**src/rtl/branch_exec_unit.sv**
```systemverilog
// rtl/branch_exec_unit.sv - branch/jump resolve stage with output FIFO and optional perf counters
// Optional feature macro: BRU_PERF_CNT_EN (perf_branches / perf_mispredicts).
module branch_exec_unit #(
    parameter int XLEN  = 32,
    parameter int TAG_W = 5,
    parameter int DEPTH = 4
) (
    input  logic             clk,
    input  logic             rst_n,
    input  logic             flush,
    input  logic             in_valid,
    output logic             in_ready,
    input  logic [1:0]       in_kind,
    input  logic [2:0]       in_cmpop,
    input  logic [XLEN-1:0]  in_pc,
    input  logic [XLEN-1:0]  in_pc_pred,
    input  logic [XLEN-1:0]  in_imm,
    input  logic [XLEN-1:0]  in_rs1,
    input  logic [XLEN-1:0]  in_rs2,
    input  logic [TAG_W-1:0] in_tag,
    output logic             out_valid,
    input  logic             out_ready,
    output logic [TAG_W-1:0] out_tag,
    output logic [XLEN-1:0]  out_rd_data,
    output logic [XLEN-1:0]  out_pc_next,
    output logic             out_taken,
    output logic             out_mispredict,
    output logic [31:0]      perf_branches,
    output logic [31:0]      perf_mispredicts
);

    localparam int PTR_W = (DEPTH > 1) ? $clog2(DEPTH) : 1;
    localparam int CNT_W = PTR_W + 1;

    localparam logic [1:0] KIND_BRANCH = 2'b00;
    localparam logic [1:0] KIND_JAL    = 2'b01;
    localparam logic [1:0] KIND_JALR   = 2'b10;

    typedef struct packed {
        logic [TAG_W-1:0] tag;
        logic [XLEN-1:0]  rd_data;
        logic [XLEN-1:0]  pc_next;
        logic             taken;
        logic             mispredict;
        logic             legal;
    } entry_t;

    logic            cond_taken;
    logic [XLEN-1:0] pc_plus4;
    logic [XLEN-1:0] pc_target;
    logic [XLEN-1:0] jalr_target;
    entry_t          c_entry;

    always_comb begin
        cond_taken = 1'b0;
        case (in_cmpop)
            3'b000:  cond_taken = (in_rs1 == in_rs2);
            3'b001:  cond_taken = (in_rs1 != in_rs2);
            3'b100:  cond_taken = ($signed(in_rs1) <  $signed(in_rs2));
            3'b101:  cond_taken = ($signed(in_rs1) >= $signed(in_rs2));
            3'b110:  cond_taken = (in_rs1 <  in_rs2);
            3'b111:  cond_taken = (in_rs1 >= in_rs2);
            default: cond_taken = 1'b0;
        endcase
    end

    assign pc_plus4    = in_pc + XLEN'(4);
    assign pc_target   = in_pc + in_imm;
    assign jalr_target = (in_rs1 + in_imm) & ~XLEN'(1);

    always_comb begin
        c_entry     = '0;
        c_entry.tag = in_tag;
        case (in_kind)
            KIND_BRANCH: begin
                c_entry.taken   = cond_taken;
                c_entry.pc_next = cond_taken ? pc_target : pc_plus4;
                c_entry.rd_data = '0;
                c_entry.legal   = 1'b1;
            end
            KIND_JAL: begin
                c_entry.taken   = 1'b1;
                c_entry.pc_next = pc_target;
                c_entry.rd_data = pc_plus4;
                c_entry.legal   = 1'b1;
            end
            KIND_JALR: begin
                c_entry.taken   = 1'b1;
                c_entry.pc_next = jalr_target;
                c_entry.rd_data = pc_plus4;
                c_entry.legal   = 1'b1;
            end
            default: begin
                c_entry.taken   = 1'b0;
                c_entry.pc_next = pc_plus4;
                c_entry.rd_data = '0;
                c_entry.legal   = 1'b0;
            end
        endcase
        c_entry.mispredict = (c_entry.pc_next != in_pc_pred);
    end

    logic             s1_valid;
    entry_t           s1_entry;
    logic [PTR_W-1:0] wr_ptr;
    logic [PTR_W-1:0] rd_ptr;
    logic [CNT_W-1:0] count;
    entry_t           mem [DEPTH];
    entry_t           head;
    logic             accept;
    logic             push;
    logic             pop;

    // Counting S1 as occupied guarantees its unconditional push always has room.
    assign in_ready  = (count + CNT_W'(s1_valid)) < CNT_W'(DEPTH);
    assign accept    = in_valid && in_ready;
    assign push      = s1_valid && !flush;
    assign out_valid = (count != '0);
    assign pop       = out_valid && out_ready;
    assign head      = mem[rd_ptr];

    always_ff @(posedge clk) begin
        if (!rst_n || flush) begin
            s1_valid <= 1'b0;
        end else begin
            s1_valid <= accept;
        end
        if (accept) begin
            s1_entry <= c_entry;
        end
    end

    always_ff @(posedge clk) begin
        if (!rst_n || flush) begin
            wr_ptr <= '0;
            rd_ptr <= '0;
            count  <= '0;
        end else begin
            if (push) begin
                wr_ptr <= wr_ptr + PTR_W'(1);
            end
            if (pop) begin
                rd_ptr <= rd_ptr + PTR_W'(1);
            end
            count <= count + CNT_W'(push) - CNT_W'(pop);
        end
    end

    always_ff @(posedge clk) begin
        if (push) begin
            mem[wr_ptr] <= s1_entry;
        end
    end

    assign out_tag        = out_valid ? head.tag        : '0;
    assign out_rd_data    = out_valid ? head.rd_data    : '0;
    assign out_pc_next    = out_valid ? head.pc_next    : '0;
    assign out_taken      = out_valid ? head.taken      : 1'b0;
    assign out_mispredict = out_valid ? head.mispredict : 1'b0;

`ifdef BRU_PERF_CNT_EN
    logic [31:0] perf_br_q;
    logic [31:0] perf_mis_q;

    // Counters survive flush so they reflect every result that actually left the unit.
    always_ff @(posedge clk) begin
        if (!rst_n) begin
            perf_br_q  <= '0;
            perf_mis_q <= '0;
        end else if (pop) begin
            if (head.legal) begin
                perf_br_q <= perf_br_q + 32'd1;
            end
            if (head.mispredict) begin
                perf_mis_q <= perf_mis_q + 32'd1;
            end
        end
    end

    assign perf_branches    = perf_br_q;
    assign perf_mispredicts = perf_mis_q;
`else
    logic unused_head_legal;
    assign unused_head_legal = head.legal;
    assign perf_branches     = '0;
    assign perf_mispredicts  = '0;
`endif

endmodule

```
**config.mk**
```make
export PLATFORM = sky130hd
export DESIGN_NAME = branch_exec_unit
export DESIGN_NICKNAME = d
export VERILOG_FILES = /design/src/rtl/branch_exec_unit.sv
export SDC_FILE = /design/constraint.sdc
export NUM_CORES = 1
export LEC_CHECK = 0
export ABC_AREA = 1
export CAP_MARGIN = 10
export CORE_ASPECT_RATIO = 0.5
export CORE_MARGIN = 8
export CORE_UTILIZATION = 49
export CTS_CLUSTER_SIZE = 25
export DETAILED_ROUTE_END_ITERATION = 12
export GPL_TIMING_DRIVEN = 0
export PLACE_DENSITY_LB_ADDON = 0.05
export SETUP_SLACK_MARGIN = 0.15
export SLEW_MARGIN = 10
export SYNTH_ARGS = -nofsm -noshare
export SYNTH_HDL_FRONTEND = slang
export SYNTH_SLANG_ARGS = --single-unit
```
**constraint.sdc**
```tcl
create_clock -name clk -period 10.9 [get_ports clk]
set_input_delay 1.635 -clock clk [delete_from_list [all_inputs] [get_ports clk]]
set_output_delay 1.635 -clock clk [all_outputs]
set_load 0.01 [all_outputs]
```
==> results.cfg <==
[outcome]
status = completed

[grt]
grt_usage = 0.247
grt_pass1_wl_mm = 99.4
grt_pass1_vias = 17800
grt_overflow = 0
antenna_found_initial = 4
grt_max_degree = 31

[route]
firstDrtPassIters = 5
routed_wl_mm = 66.3
drt-initial-drc-count = 1501
drc_errors = 0
vias_per_cell = 5.19
wl_per_cell_um = 18.9
num_vias = 18200
drt.antenna.violating_nets = 0

[synth]
synth_ff_type = edfxtp_1
synth.avg_cell_area_um2 = 8.58
async_reset_ff_frac = 0
synth_cells = 2534
ys_ff_latch = 365
syn_area_mm2 = 0.0218
ys_types = 47
yosysWarningCount = 0
ys_seq_area_frac = 0.499
synth_edf_count = 355

[power]
peakVddDrop_uv = 125
share_seq_of_total_power = 0.477
power.leakage_uw = 0.0110
p_sw_uw = 896
power.density_mw_per_mm2 = 128
pwr-share-clk = 0.341
p_sw_frac = 0.264
p_int_uw = 2500
pwr-share-comb = 0.183

[final_layout]
fillCellCount = 3779
multi_input_area_mm2 = 0.00930
drive_gt1_frac = 0.0592
diodes = 0
nets = 3179
seqCellArea_mm2 = 0.0109
area.growth.synth_to_final_pct = 22.5

[place]
io_buffers = 247
place_ws_ns = 5.29
globalplace.congestion = 0.948
dp_hpwl_mm = 52.6

[floorplanning]
die_w_um = 314
die_y_um = 165
rows = 54
io_pins = 312
start_util = 0.498
dieArea_mm2 = 0.0518
placeableCoreArea_mm2 = 0.0437

[clocking]
clock_sinks = 365
clockBufferDepth = 3
clkTransAtPathRegs_ns = 0.06
numCtsBuffers = 37
cts_root_buf = clkbuf_16
insertion_delay_ns = 0.51
post_cts_buffers = 0
post_cts_resize_count = 0
htree_levels = 2
ctsHoldBuffers = 0
cts_tree = built

[setup_path]
path_max_fanout = 10
r2r_start = s1_valid
start_kind = flip-flop
arrival_ns = 3.60
path_class = reg2out
worstPathCellList = clkbuf_1 -> inv_1 -> clkbuf_1 -> clkbuf_1 -> o21ai_0 -> a21oi_1 -> clkdlybuf4s50_1
crit_path_max_incr_delay_ns = 0.62
cpMostUsedCell = clkbuf_1
rr_worst_depth = 4
path_buf_inv = 5
endpoint = out_rd_data[21]
worst-path-stages = 7
cp_top_family = buffers and inverters
rrSetupSlack_ns = 8.67
cp.required_ns = 9.27
reg2reg_to = mem[0][4]
crit_path_top_delay_cell = clkdlybuf4s50_1
end_kind = primary output

[sta]
setup_slack_ns = 5.67
setup_tns_ns = 0
rsz0062_at_grt = false
finalSetupViolCount = 0
finalCritPeriodShare = 0.480
fmax_mhz = 191
clock_skew_ns = 0.0123
tightestPinTransition_ns = 0.863
slew_headroom = 0.425
hold_viol_final = 0
slew_viol_final = 0
min_period_ns = 5.23

[run]
cap_viol_max_count = 0

[worst_hold_path]
hp-class = reg2reg
metrics by stage:
stage | util | cell area (um2) | cells | hold slack (ns) | total power, uW
finish | 0.610 | 26600 | 3509 | 0.473 | 3400
global route | 0.610 | 26600 | 3509 | 0.500 | 3540
CTS | 0.610 | 26600 | 3509 | 0.474 | 3410
floorplan | - | 22000 | 2597 | 0.436 | 2010
detailed placement | 0.584 | 25500 | 3446 | 0.470 | 2260
global placement | 0.576 | 25200 | 3432 | 0.448 | 2250
worst min-delay path: stages (launching register included):
cell	delay [ns]
dfxtp_1	0.30
inv_1	0.05
a21oi_1	0.07
power groups by stage:
stage               sequential [uW]  combinational, uW  clock [uW]
floorplan                      1640                372           0
global placement               1650                602           0
detailed placement             1650                613           0
CTS                            1620                614        1170
global route                   1620                687        1230
finish                         1620                621        1160
worst min path at each step:
stage,startpoint,to,slack (ns),cells past startpoint
CTS,rd_ptr[1],flip-flop,0.47,2
global route,s1_entry[48],mem[0][48],0.50,0
detailed placement,rd_ptr[0],rd_ptr[0],0.47,1
global placement,rd_ptr[1],rd_ptr[1],0.45,2
floorplan,rd_ptr[1],flip-flop,0.44,2
finish,rd_ptr[1],flip-flop,0.47,2
placed cells by master (no fill, tap or decap), types with 14 or more instances in the layout:
| cell | count |
|---|---|
| nand3b_1 | 23 |
| xnor2_1 | 15 |
| edfxtp_1 | 355 |
| nor3_1 | 15 |
| buf_1 | 15 |
| nor2_4 | 14 |
| nand4_1 | 29 |
| inv_1 | 279 |
| xor2_1 | 40 |
| nand2_1 | 442 |
| clkbuf_1 | 64 |
| conb_1 | 64 |
| clkbuf_16 | 39 |
| ha_1 | 104 |
| o21ai_0 | 212 |
| a21oi_1 | 166 |
| clkdlybuf4s50_1 | 247 |
| nor2_1 | 456 |
| a31oi_1 | 16 |
| nand3_1 | 122 |
| buf_4 | 70 |
registers in the layout, indices dropped and copies added, names as in the netlist, named ones only:
| register | flops |
|---|---|
| rd_ptr | 2 |
| s1_valid | 1 |
| count | 3 |
| wr_ptr | 2 |
| s1_entry | 71 |
| mem | 284 |
area by class of cell:
| type | count | area share |
|---|---|---|
| Inverter | 283 | 0.0399 |
| Tap cell | 588 | 0.0276 |
| Timing Repair Buffer | 261 | 0.104 |
| Sequential cell | 365 | 0.408 |
| Clock inverter | 10 | 0.00202 |
| Multi-Input combinational cell | 1808 | 0.349 |
| Clock buffer | 53 | 0.0397 |
| Buffer | 141 | 0.0302 |
synthesized netlist by cell type (all sizes together), types with 16 or more instances:
| cell type | number | share of area |
|---|---|---|
| clkbuf | 53 | 0.0091 |
| nor3 | 17 | 0.0041 |
| a21oi | 167 | 0.039 |
| o21ai | 217 | 0.050 |
| nand3b | 23 | 0.0079 |
| a31oi | 16 | 0.0046 |
| nand4 | 29 | 0.0083 |
| xor2 | 40 | 0.016 |
| nand2 | 451 | 0.079 |
| inv | 280 | 0.048 |
| buf | 88 | 0.028 |
| edfxtp | 355 | 0.49 |
| nor2 | 472 | 0.085 |
| ha | 104 | 0.060 |
| nand3 | 127 | 0.031 |
logic make-up (layout without fill, tap and decap cells):
| group | count (synthesis) | after routing | share of synthesized area |
|---|---|---|---|
| simple gates | 1137 | 1137 | 0.221 |
| flops | 365 | 365 | 0.499 |
| xor+xnor | 55 | 55 | 0.0221 |
| buf+inv | 424 | 748 | 0.0859 |
| other cells | 1 | 64 | 0.000172 |
| compound gates | 445 | 445 | 0.109 |
| fa+ha+maj | 107 | 107 | 0.0626 |
per-layer routing:
layer | track usage | vias up | part of all wire
li1 | - | 9119 | -
met2 | 0.420 | 581 | 0.47
met5 | 0 | - | 0
met4 | 0.0705 | 0 | 0.025
met3 | 0.0270 | 96 | 0.064
met1 | 0.336 | 8428 | 0.44
No activity file was read; power rests on OpenSTA's default activity.
==> variant (same flow settings) <==
The parameter `DEPTH` goes from 4 to 2.
--- a/src/rtl/branch_exec_unit.sv
+++ b/src/rtl/branch_exec_unit.sv
@@ -5,3 +5,3 @@
     parameter int TAG_W = 5,
-    parameter int DEPTH = 4
+    parameter int DEPTH = 2
 ) (
Check against the original RTL: not equivalent (Yosys sat finds a counterexample within 4 cycles, from zero or initial values).
==> variant against the unedited design <==
Routed wire length is 26% lower; final area is 26% lower; total power is 36% lower; clock skew is 2.5 ps lower; synthesized area is 28% lower; global-route usage is 0.31 points lower; non-clock buffer count is 40 lower; sequential cell count is 146 lower; via count is 22% lower; die area is 26% lower; worst setup slack better by 190 ps.
==> variant: results (changes against the unedited design) <==
[metrics] drt first-iter violations: 1023 (-32%)
[metrics] internal cell power: 1540 uW (-38%)
[metrics] number of instances in the synthesized netlist: 2014 (-21%)
[metrics] worst ir drop on vdd: 0.09930 mV (-21%)
[metrics] status: complete, no violations
[metrics] Wirelength per Cell: 17.42 um (-7.8%)
[metrics] aggregate global-route resource usage: 0.2440 (-0.003148)
[metrics] CTS H-Tree Depth: 1 (-1)
[metrics] leading registers by flop count: mem x142, s1_entry x71, count x2
[metrics] unique cell type count in the Yosys netlist: 51 (+8.5%)
[metrics] sequential fraction of the synthesis area: 0.4152 (-0.08404)
[metrics] routability congestion estimate from global placement: 0.9337 (-1.5%)
[metrics] number of antenna violations at the first check in global routing: 0 (-4)
[metrics] filler instances: 2851 (-25%)
[metrics] transition at the pin with the smallest max-transition slack: 841.2 ps (-21.80 ps)
[metrics] placed cell count: 2764 (-20%)
[metrics] synth cell count leaders: 580 x nand2_1, 238 x inv_1, 213 x edfxtp_1
[metrics] fraction of layout instances using a drive strength above 1: 0.05661 (-0.002615)
[metrics] final setup skew: 9.782 ps (-2.520 ps)
[metrics] Slowest Stage Delay on Critical Path: 490 ps (-130 ps)
[metrics] dpl ws: 5313 ps (+24.27 ps)
[metrics] number of clock buffers inserted by TritonCTS: 21 (-43%)
[metrics] count of flip-flops with a built-in enable after synthesis: 213 (-40%)
[metrics] Clock Latency Late Sink: 480 ps (-30 ps)
[metrics] cell types with the largest area share after synthesis: edfxtp_1 41%, nand2_1 14%, ha_1 8.0%
[variant: critical path: cells and delay by family]
family | cells | cell delay, ps
buf+inv | 3 | 830
simple gates | 16 | 2070
fa+ha+maj | 1 | 420
compound gates | 1 | 280
[variant: worst paths after layout]
check	to	start	cells after the start
max	s1_entry[1]	in_rs1[31]	21
min	mem[1][23]	s1_entry[23]	0
max reg2reg	count[1]	count[0]	9
min reg2reg	mem[1][23]	s1_entry[23]	0
[variant: power by group through the flow]
stage               combinational [uW]  clock, uW  sequential, uW
global placement                   555          0             998
floorplan                          350          0             994
detailed placement                 563          0             998
CTS                                564        637             980
global route                       636        669             983
finish                             574        627             980
[variant: cell families after synthesis]
kind of cell	synth area share
simple gates	0.2695
other cells	0.0002390
flops	0.4152
compound gates	0.1055
fa+ha+maj	0.08228
xor+xnor	0.02735
buf+inv	0.09990
[variant: area by class of cell]
type | count | area, um^2 | share of cell area
Buffer | 107 | 659.4 | 0.03341
Clock buffer | 24 | 536.8 | 0.02720
Clock inverter | 11 | 51.30 | 0.002599
Inverter | 242 | 908.4 | 0.04603
Multi-Input combinational cell | 1509 | 7868 | 0.3987
Sequential cell | 219 | 6516 | 0.3302
Tap cell | 432 | 540.5 | 0.02739
Timing Repair Buffer | 255 | 2655 | 0.1345
[variant: layer usage]
| layer | vias to the layer above | global-route usage | share of wire |
|---|---|---|---|
| met5 | - | 0 | 0 |
| li1 | 7308 | - | - |
| met3 | 64 | 0.02242 | 0.068 |
| met4 | 0 | 0.05106 | 0.020 |
| met1 | 6392 | 0.3430 | 0.46 |
| met2 | 483 | 0.4075 | 0.46 |
